$ cat config.mk
export PLATFORM = sky130hd
export DESIGN_NAME = note_scroller_flat
export DESIGN_NICKNAME = d
export VERILOG_FILES = /design/src/rtl/note_scroller_pkg.sv /design/src/rtl/note_scroller_if.sv /design/src/rtl/note_scroller_slot_alloc.sv /design/src/rtl/note_scroller.sv /design/src/flat_wrapper.sv
export SDC_FILE = /design/constraint.sdc
export NUM_CORES = 1
export LEC_CHECK = 0
export ABC_CLOCK_PERIOD_IN_PS = 5300
export CAP_MARGIN = 20
export CORE_MARGIN = 2
export CORE_UTILIZATION = 35
export CTS_CLUSTER_DIAMETER = 100
export CTS_CLUSTER_SIZE = 16
export DETAILED_ROUTE_END_ITERATION = 8
export PLACE_DENSITY = 0.59
export SLEW_MARGIN = 10
export SYNTH_ARGS = -nofsm -noshare
export SYNTH_HDL_FRONTEND = slang
export SYNTH_SLANG_ARGS = --single-unit
$ cat constraint.sdc
create_clock -name pixel_clk -period 5.3 [get_ports pixel_clk]
set_input_delay 1.325 -clock pixel_clk [delete_from_list [all_inputs] [get_ports pixel_clk]]
set_output_delay 1.325 -clock pixel_clk [all_outputs]
set_load 0.005 [all_outputs]
$ cat src/rtl/note_scroller_pkg.sv
// note_scroller_pkg: shared video/lane constants, scan FSM encodings,
// the note slot record and the lane-to-x helper.
package note_scroller_pkg;

  // Video and lane geometry shared with the blitter and sync generator.
  localparam int SLOTS_DEF         = 8;
  localparam int SPEED_DEF         = 2;
  localparam int NOTE_HEIGHT_DEF   = 64;
  localparam int LANE_WIDTH_DEF    = 72;
  localparam int X_BASE_DEF        = 64;
  localparam int SCREEN_HEIGHT_DEF = 768;
  localparam int SCAN_START_DEF    = 1032;

  localparam int LANE_W = 3;
  localparam int HC_W   = 11;
  localparam int VC_W   = 10;
  localparam int CNT_W  = 5;

  // Scan FSM encodings.
  localparam logic [1:0] ST_IDLE = 2'd0;
  localparam logic [1:0] ST_SCAN = 2'd1;
  localparam logic [1:0] ST_DONE = 2'd2;

  typedef struct packed {
    logic [LANE_W-1:0] lane;
    logic [VC_W-1:0]   y;
  } slot_t;

  function automatic logic [HC_W-1:0] lane_x(
    input logic [LANE_W-1:0] lane,
    input int                base,
    input int                pitch
  );
    return HC_W'(base) + HC_W'(lane) * HC_W'(pitch);
  endfunction

endpackage

$ cat src/rtl/note_scroller_if.sv
// note_scroller_if: new-note request handshake (valid/ready + lane).
// master = note event source, slave = note_scroller.
interface note_scroller_if;
  import note_scroller_pkg::*;

  logic              note_valid;
  logic [LANE_W-1:0] note_lane;
  logic              note_ready;

  modport master (
    output note_valid,
    output note_lane,
    input  note_ready
  );

  modport slave (
    input  note_valid,
    input  note_lane,
    output note_ready
  );

endinterface

$ cat src/rtl/note_scroller_slot_alloc.sv
// note_slot_alloc: priority encoder over the slot valid vector.
// Ports: valid (in), free_idx = lowest free slot (out), any_free (out).
module note_slot_alloc #(
  parameter int SLOTS = 8
) (
  input  logic [SLOTS-1:0]         valid,
  output logic [$clog2(SLOTS)-1:0] free_idx,
  output logic                     any_free
);

  localparam int IW = $clog2(SLOTS);

  // Walk downward so the lowest free index wins.
  always_comb begin
    free_idx = '0;
    any_free = 1'b0;
    for (int i = SLOTS - 1; i >= 0; i--) begin
      if (!valid[i]) begin
        free_idx = IW'(i);
        any_free = 1'b1;
      end
    end
  end

endmodule

$ cat src/rtl/note_scroller.sv
// note_scroller: holds falling notes, advances them per frame and picks
// the note for each next scanline. Ports: pixel_clk, reset (sync, high),
// vsync, hcount, vcount, note (slave handshake), blob_x/blob_y/blob_en,
// active_count. Optional NOTE_SCROLLER_PAUSE_EN adds input pause.
module note_scroller
  import note_scroller_pkg::*;
#(
  parameter int SLOTS         = SLOTS_DEF,
  parameter int SPEED         = SPEED_DEF,
  parameter int NOTE_HEIGHT   = NOTE_HEIGHT_DEF,
  parameter int LANE_WIDTH    = LANE_WIDTH_DEF,
  parameter int X_BASE        = X_BASE_DEF,
  parameter int SCREEN_HEIGHT = SCREEN_HEIGHT_DEF,
  parameter int SCAN_START    = SCAN_START_DEF
) (
  input  logic             pixel_clk,
  input  logic             reset,
`ifdef NOTE_SCROLLER_PAUSE_EN
  input  logic             pause,
`endif
  input  logic             vsync,
  input  logic [HC_W-1:0]  hcount,
  input  logic [VC_W-1:0]  vcount,
  note_scroller_if.slave   note,
  output logic [HC_W-1:0]  blob_x,
  output logic [VC_W-1:0]  blob_y,
  output logic             blob_en,
  output logic [CNT_W-1:0] active_count
);

  localparam int IW = $clog2(SLOTS);

  logic [SLOTS-1:0] valid;
  slot_t            slot  [SLOTS];
  logic [HC_W-1:0]  nxt_y [SLOTS];

  logic [IW-1:0]    free_idx;
  logic             any_free;
  logic             ins;

  logic             vsync_q;
  logic             tick;
  logic             adv;

  logic [CNT_W-1:0] cnt_d;

  logic [1:0]       state;
  logic [IW-1:0]    idx;
  logic [HC_W-1:0]  nx;
  logic [VC_W-1:0]  ny;
  logic             nen;

  logic [HC_W-1:0]  target;
  slot_t            cur;
  logic [HC_W-1:0]  cur_y;
  logic             hit;

  note_slot_alloc #(
    .SLOTS (SLOTS)
  ) u_alloc (
    .valid    (valid),
    .free_idx (free_idx),
    .any_free (any_free)
  );

  assign note.note_ready = any_free;
  assign ins = note.note_valid & any_free;

  // Frame tick on the falling edge of the active-low vsync.
  always_ff @(posedge pixel_clk) begin
    if (reset) vsync_q <= 1'b0;
    else       vsync_q <= vsync;
  end

  assign tick = vsync_q & ~vsync;

`ifdef NOTE_SCROLLER_PAUSE_EN
  assign adv = tick & ~pause;
`else
  assign adv = tick;
`endif

  // 11-bit sums so a note near the bottom cannot wrap before retiring.
  always_comb begin
    for (int i = 0; i < SLOTS; i++) begin
      nxt_y[i] = {1'b0, slot[i].y} + HC_W'(SPEED);
    end
  end

  // A slot freed by a tick is still marked valid this cycle, so the
  // allocator cannot hand it out until the next one.
  always_ff @(posedge pixel_clk) begin
    if (reset) begin
      valid <= '0;
      for (int i = 0; i < SLOTS; i++) slot[i] <= '0;
    end else begin
      for (int i = 0; i < SLOTS; i++) begin
        if (adv && valid[i]) begin
          if (nxt_y[i] >= HC_W'(SCREEN_HEIGHT)) valid[i] <= 1'b0;
          else slot[i].y <= nxt_y[i][VC_W-1:0];
        end
        if (ins && (free_idx == IW'(i))) begin
          valid[i] <= 1'b1;
          slot[i]  <= '{note.note_lane, {VC_W{1'b0}}};
        end
      end
    end
  end

  always_comb begin
    cnt_d = '0;
    for (int i = 0; i < SLOTS; i++) begin
      cnt_d = cnt_d + CNT_W'(valid[i]);
    end
  end

  always_ff @(posedge pixel_clk) begin
    if (reset) active_count <= '0;
    else       active_count <= cnt_d;
  end

  // The scan looks ahead one line; line 1023 wraps to 0.
  assign target = (vcount == {VC_W{1'b1}}) ? '0
                                           : {1'b0, vcount} + 11'd1;

  always_comb begin
    cur   = slot[idx];
    cur_y = {1'b0, cur.y};
    hit   = valid[idx] && (cur_y <= target)
         && (target < cur_y + HC_W'(NOTE_HEIGHT));
  end

  always_ff @(posedge pixel_clk) begin
    if (reset) begin
      state   <= ST_IDLE;
      idx     <= '0;
      nx      <= '0;
      ny      <= '0;
      nen     <= 1'b0;
      blob_x  <= '0;
      blob_y  <= '0;
      blob_en <= 1'b0;
    end else begin
      unique case (state)
        ST_IDLE: begin
          if (hcount == HC_W'(SCAN_START)) begin
            state <= ST_SCAN;
            idx   <= '0;
            nen   <= 1'b0;
          end
        end
        ST_SCAN: begin
          // nen doubles as "already found": lowest index wins.
          if (hit && !nen) begin
            nx  <= lane_x(cur.lane, X_BASE, LANE_WIDTH);
            ny  <= cur.y;
            nen <= 1'b1;
          end
          if (idx == IW'(SLOTS - 1)) state <= ST_DONE;
          else idx <= idx + IW'(1);
        end
        ST_DONE: begin
          if (hcount == '0) begin
            state   <= ST_IDLE;
            blob_x  <= nx;
            blob_y  <= ny;
            blob_en <= nen;
          end
        end
        default: state <= ST_IDLE;
      endcase
    end
  end

endmodule
$ cat src/flat_wrapper.sv
// flat-port wrapper written by rule: the top's interface ports become plain ports
module note_scroller_flat import note_scroller_pkg::*;
#(
  parameter int SLOTS         = SLOTS_DEF,
  parameter int SPEED         = SPEED_DEF,
  parameter int NOTE_HEIGHT   = NOTE_HEIGHT_DEF,
  parameter int LANE_WIDTH    = LANE_WIDTH_DEF,
  parameter int X_BASE        = X_BASE_DEF,
  parameter int SCREEN_HEIGHT = SCREEN_HEIGHT_DEF,
  parameter int SCAN_START    = SCAN_START_DEF
)
  (pixel_clk, reset, vsync, hcount, vcount, blob_x, blob_y, blob_en, active_count, note_note_valid, note_note_lane, note_note_ready);
  note_scroller_if note_i ();
  input  logic pixel_clk;
  input  logic reset;
  input  logic vsync;
  input  logic [HC_W-1:0] hcount;
  input  logic [VC_W-1:0] vcount;
  output logic [HC_W-1:0] blob_x;
  output logic [VC_W-1:0] blob_y;
  output logic blob_en;
  output logic [CNT_W-1:0] active_count;
  input wire logic [$bits(note_i.note_valid)-1:0] note_note_valid;
  input wire logic [$bits(note_i.note_lane)-1:0] note_note_lane;
  output wire logic [$bits(note_i.note_ready)-1:0] note_note_ready;
  assign note_i.note_valid = note_note_valid;
  assign note_i.note_lane = note_note_lane;
  assign note_note_ready = note_i.note_ready;
  note_scroller #(.SLOTS(SLOTS), .SPEED(SPEED), .NOTE_HEIGHT(NOTE_HEIGHT), .LANE_WIDTH(LANE_WIDTH), .X_BASE(X_BASE), .SCREEN_HEIGHT(SCREEN_HEIGHT), .SCAN_START(SCAN_START)) u_core (.pixel_clk(pixel_clk), .reset(reset), .vsync(vsync), .hcount(hcount), .vcount(vcount), .note(note_i), .blob_x(blob_x), .blob_y(blob_y), .blob_en(blob_en), .active_count(active_count));
endmodule
Yosys cells after proc, flatten, opt, wreduce, memory -nomap -nowiden
Memories as Yosys holds them, arrays and structs flattened. A register that Yosys moved wholly into a read port is not among the register bits.
Index checks and enable logic that the tools add are counted.
{ "word_totals": {"word_cells": 284, "n_memories": 1, "ramBits": 104, "latch_bits": 0, "rom_bits": 0, "reg_bits": 63} }
{ "classes": {"magnitude_cmp": 11, "n_div": 0, "n_reduce_logical": 53, "bitwise_logic": 27, "n_mux": 137, "mul": 1, "eq_ne": 17, "n_addsub": 19, "shift": 0} }
{ "memory_table": {"columns": ["name", "words", "width", "read_ports", "rd_ports_with_merged_regs", "wr", "line", "source"], "rows": [
  ["u_core.slot", 8, 13, 9, 1, 8, "note_scroller.sv:34", "slot_t slot [SLOTS];"]
]} }
{ "ops": {"columns": ["op", "count"], "rows": [
  ["10-bit two-way mux", 16],
  ["1-bit two-way mux", 93],
  ["10-bit by 2-bit adder with 11-bit output (second input constant)", 8],
  ["11-bit by 10-bit >= comparator with 1-bit output (second input constant)", 8],
  ["3-bit two-way mux", 20],
  ["2-bit nonzero test", 17],
  ["5-bit by 1-bit adder with 5-bit output", 6],
  ["1-bit OR", 24],
  ["2-bit AND reduction", 10],
  ["1-bit logical AND", 19],
  ["3-bit equality test (second input constant)", 5],
  ["10-bit by 1-bit adder with 11-bit output (second input constant)", 1],
  ["10-bit by 7-bit adder with 11-bit output (second input constant)", 1],
  ["7-bit by 10-bit adder with 11-bit output (first input constant)", 1],
  ["11-bit equality test (second input constant)", 1],
  ["10-bit by 11-bit less-or-equal comparator with 1-bit output", 1],
  ["11-bit zero test", 1],
  ["11-bit less-than comparator", 1],
  ["11-bit two-way mux", 1],
  ["10-bit equality test (second input constant)", 1],
  ["3-bit AND reduction", 3],
  ["2-bit by 1-bit inequality test with 1-bit output (second input constant)", 4],
  ["3-bit by 4-bit multiplier with 7-bit output (second input constant)", 1],
  ["3-bit by 2-bit equality test with 1-bit output (second input constant)", 2],
  ["other kinds (17)", 20]
]} }

Logic depth before layout (Yosys ltp)
{ "depth": {"ltp_word": 14, "depth_mapped": 14} }

Modules after synthesis
A second synthesis with hierarchy kept.
{ "unflattened": {"hier_cells": 849, "hier_area_um2": 8784.7} }
{ "modules_own_cells": {"columns": ["module", "seq_area_each_um2", "area_each_um2", "cells_per_inst", "instances"], "rows": [
  ["note_scroller", 3983.8, 8707.1, 835, 1],
  ["note_slot_alloc", 0.0, 77.6, 14, 1]
]} }

Least setup slack after synthesis
No wires, ideal clock.
{ "synth_timing": {"kind": "input to register", "start": "in vcount[0]", "end": "reg u_core.ny[3]", "slack_ns": 1.495, "arrival_time_ns": 3.684, "path_buffers": 1, "setup_ns": 0.121, "stages": 11, "cell_sequence": "ha_1 inv_2 nor4_4 nor2_1 ha_1 nand4_1 or3_2 o211ai_1 a211oi_4 buf_12 mux2_4"} }
{ "synth_via": {"elab_chain_cells": 7, "word_cells_on_any_way": 9, "cone_classes": "add/sub: 1; order compare: 2; eq/ne: 1; mux: 1; reduce/logical: 4"} }
{ "synth_lines": {"columns": ["element", "line", "source"], "rows": [
  ["start, declared", "flat_wrapper.sv:18", "input logic [VC_W-1:0] vcount;"],
  ["10-bit by 1-bit adder with 11-bit output / 10-bit equality test (equally long branches)", "note_scroller.sv:124, note_scroller.sv:123", null],
  ["11-bit two-way mux *", "note_scroller.sv:123", "assign target = (vcount == {VC_W{1'b1}}) ? '0"],
  ["10-bit by 11-bit less-or-equal comparator with 1-bit output", "note_scroller.sv:129", "hit = valid[idx] && (cur_y <= target)"],
  ["1-bit logical AND", "note_scroller.sv:129", null],
  ["1-bit logical AND *", "note_scroller.sv:130", "&& (target < cur_y + HC_W'(NOTE_HEIGHT));"],
  ["1-bit logical AND *", "note_scroller.sv:154", "if (hit && !nen) begin"],
  ["2-bit AND reduction (no source line) *", null, null],
  ["end signal, assigned", "note_scroller.sv:156", "ny <= cur.y;"],
  ["end, declared", "note_scroller.sv:50", "logic [VC_W-1:0] ny;"]
]} }
Every way passes the cells marked *; elsewhere a longest branch is shown, timed or not.
A chain may end at the register's enable or synchronous reset.

Worst setup path after layout
{ "layout_timing": {"start": "in vcount[0]", "end": "reg u_core.ny[4]"} }
Same word-level chain as after synthesis.

==> results.yml <==
outcome:
  status: "finished, final reports clean"
sta:
  tightestPinTransition_ps: 922
  max_slew_margin: 0.384
  min_period_over_period: 0.811
  fmax_mhz: 233
  skew_ps: 9.53
  slew_violations: 0
  hold_viol_final: 0
  finalSetupViolCount: 0
  rsz0062_at_grt: "no"
  period_needed_ps: 4300
  tns_ps: 0
  fin_hold_ws_ps: 453
layout:
  final_cell_mix: "nor2_1, edfxtp_1, nand2_1"
  insertedDiodeCount: 0
  seqCellArea_um2: 3980
  nNetsFinal: 967
  finalNonFillerCells: 1235
  syn_to_final_growth_pct: 15.7
  multi_input_area_um2: 4570
  fill_cells: 2441
  layout-drive-gt1-share: 0.115
logic_synthesis:
  synth_cells: 848
  yosys_warnings: 0
  yosys-top-cells-area: "edfxtp_1, dfxtp_1, mux4_2"
  synth_edf_count: 96
  synth-main-ff-cell: "edfxtp_1"
  synth_seq_cells: 151
  yosysTopAreaCell: "edfxtp_1"
  synth_top_area_frac: 0.324
  ys_seq_area_frac: 0.448
  async_reset_ff_frac: 0
  syn_area_um2: 8890
  avgSynthCellArea_um2: 10.5
  synth.distinct_cells: 65
worst_setup_path:
  max_stage_delay_ps: 590
  cp_common_cell: "ha_1"
  crit_arrival_ps: 4620
  critPathCaptureType: "flip-flop"
  required_ps: 5620
  crit_type: "in2reg"
  crit_path_start_kind: "input pin"
  cp_max_fo: 13
  worstPathCellList: "clkdlybuf4s50_1 > ha_1 > inv_2 > nor4_4 > nor2_1 > ha_1 > nand4_1 > or3_2 > o211ai_1 > a211oi_4 > buf_4 > mux2_4"
  r2r_slack_ps: 1150
  cp_slowest_cell: "clkdlybuf4s50_1"
  ff2ff_path_depth: 12
detailed_routing:
  vias_per_cell: 5.18
  dr_wl_met3_um: 983
  avgRoutedWirePerCell_um: 16.6
  ant_nets: 0
  drtIter0Drc: 477
  dr.pass1.iters: 5
  highest-signal-layer: "met4"
  post-route-drc-count: 0
  drt-met1-wl_um: 9950
  wl_met2_um: 9380
  route.vias.total: 6397
  routed_wl_um: 20600
worst_hold_path:
  hold_depth: 2
  min_path_type: "reg2reg"
clock_tree:
  cts_tree: "done"
  root_buffer: "clkbuf_16"
  holdBufCountCts: 0
  clock_path_buffers: 2
  cts_num_sinks: 151
  cts_max_level: 4
  path_clk_slew_ps: 70
  cts_resized: 0
  clock_latency_ps: 430
  postCtsSetupRepairBufs: 0
  cts_made_buffers: 17
power_and_ir_drop:
  power_density_nw_per_um2: 280
  peakVddDrop_uv: 174
  p_total_w: 0.00288
  leakage_nw: 3.64
die:
  die_x_um: 163
  ios: 56
  rows: 58
  die_area_um2: 26700
  initial_core_util: 0.355
  die_h_um: 163
  core-area_um2: 25000
place:
  portBuffers: 49
  hpwl_um: 14900
  placed_cells: 1202
  gp_congestion: 0.841
grt:
  grt_pass1_wl_um: 33700
  grt_pass1_vias: 6304
  grt_usage: 0.161
  grt_max_degree: 69
  antenna_found_initial: 0
  grt_overflow: 0
job:
  cap_violations: 0
## power by group
| part | leakage [nW] | switching, W | internal, W |
|---|---|---|---|
| Combinational | 1.90 | 0.000150 | 0.000117 |
| Clock | 0.298 | 0.000554 | 0.000696 |
| Sequential | 1.44 | 0.0000644 | 0.00130 |
| Total | 3.64 | 0.000768 | 0.00212 |
## kinds of logic after synthesis
| kind of cell | share of synthesized area |
|---|---|
| and+or+nand+nor | 0.199 |
| DFF | 0.448 |
| AOI/OAI and AO/OA | 0.0712 |
| buffers and inverters | 0.0409 |
| xor gates and xnor gates | 0.0660 |
| muxes | 0.105 |
| adders and majority gates | 0.0695 |
| other | 0.000422 |
## per-layer routing
layer / GRT usage / vias up
met1: 0.231 / 3106
met3: 0.0259 / 16
met4: 0.0491 / 0
met2: 0.250 / 158
met5: 0 / -
li1: - / 3117
## sequential cells by signal (all words and copies together), names as in the netlist, named ones only
| name | count |
|---|---|
| u_core.vsync_q | 1 |
| u_core.active_count | 4 |
| u_core.nx | 7 |
| u_core.blob_x | 7 |
| u_core.nen | 1 |
| u_core.valid | 8 |
| u_core.blob_y | 9 |
| u_core.slot | 96 |
| u_core.blob_en | 1 |
| u_core.ny | 9 |
| u_core.idx | 3 |
| u_core.state | 2 |
## layout make-up
type,instances,area share
Multi-Input combinational cell,619,0.444
Clock buffer,18,0.0438
Timing Repair Buffer,58,0.0541
Inverter,45,0.0164
Sequential cell,151,0.387
Clock inverter,14,0.0143
Tap cell,330,0.0401
## critical path, delay by kind of cell
| family | cells | cell delay (ps) |
|---|---|---|
| multiplexers | 1 | 310 |
| adder cells (fa/ha/maj) | 2 | 680 |
| AO/OA/AOI/OAI | 2 | 280 |
| AND/OR/NAND/NOR | 4 | 1120 |
| buffers and inverters | 3 | 880 |
## worst paths after layout
| kind | start | to |
|---|---|---|
| max reg2reg | flip-flop | u_core.nx[6] |
| max | vcount[0] | u_core.ny[4] |
| min | u_core.blob_y[2] | u_core.blob_y[2] |
| min reg2reg | u_core.blob_y[2] | u_core.blob_y[2] |
## stage by stage
step | setup WS (ps) | util | instance area (µm²)
2_1_floorplan | 1490 | - | 8920
3_3_place_gp | 676 | 0.387 | 9680
3_5_place_dp | 581 | 0.387 | 9680
4_1_cts | 1040 | 0.411 | 10300
5_1_grt | 841 | 0.411 | 10300
6_report | 1000 | 0.411 | 10300
## synth_stat cells, drive strengths merged, types with 5 or more instances
cell type	instances
a31oi	9
and3	10
nand4	17
inv	45
xnor2	25
mux2	15
ha	43
nor2b	18
nand3	44
or3	6
dfxtp	55
edfxtp	96
nor3	21
nand2b	24
o21ai	8
clkbuf	21
buf	18
nand2	76
and4	9
mux4	26
xor2	42
a21oi	40
and4b	5
mux2i	15
nor2	96
No activity file was read; power rests on OpenSTA's default activity.
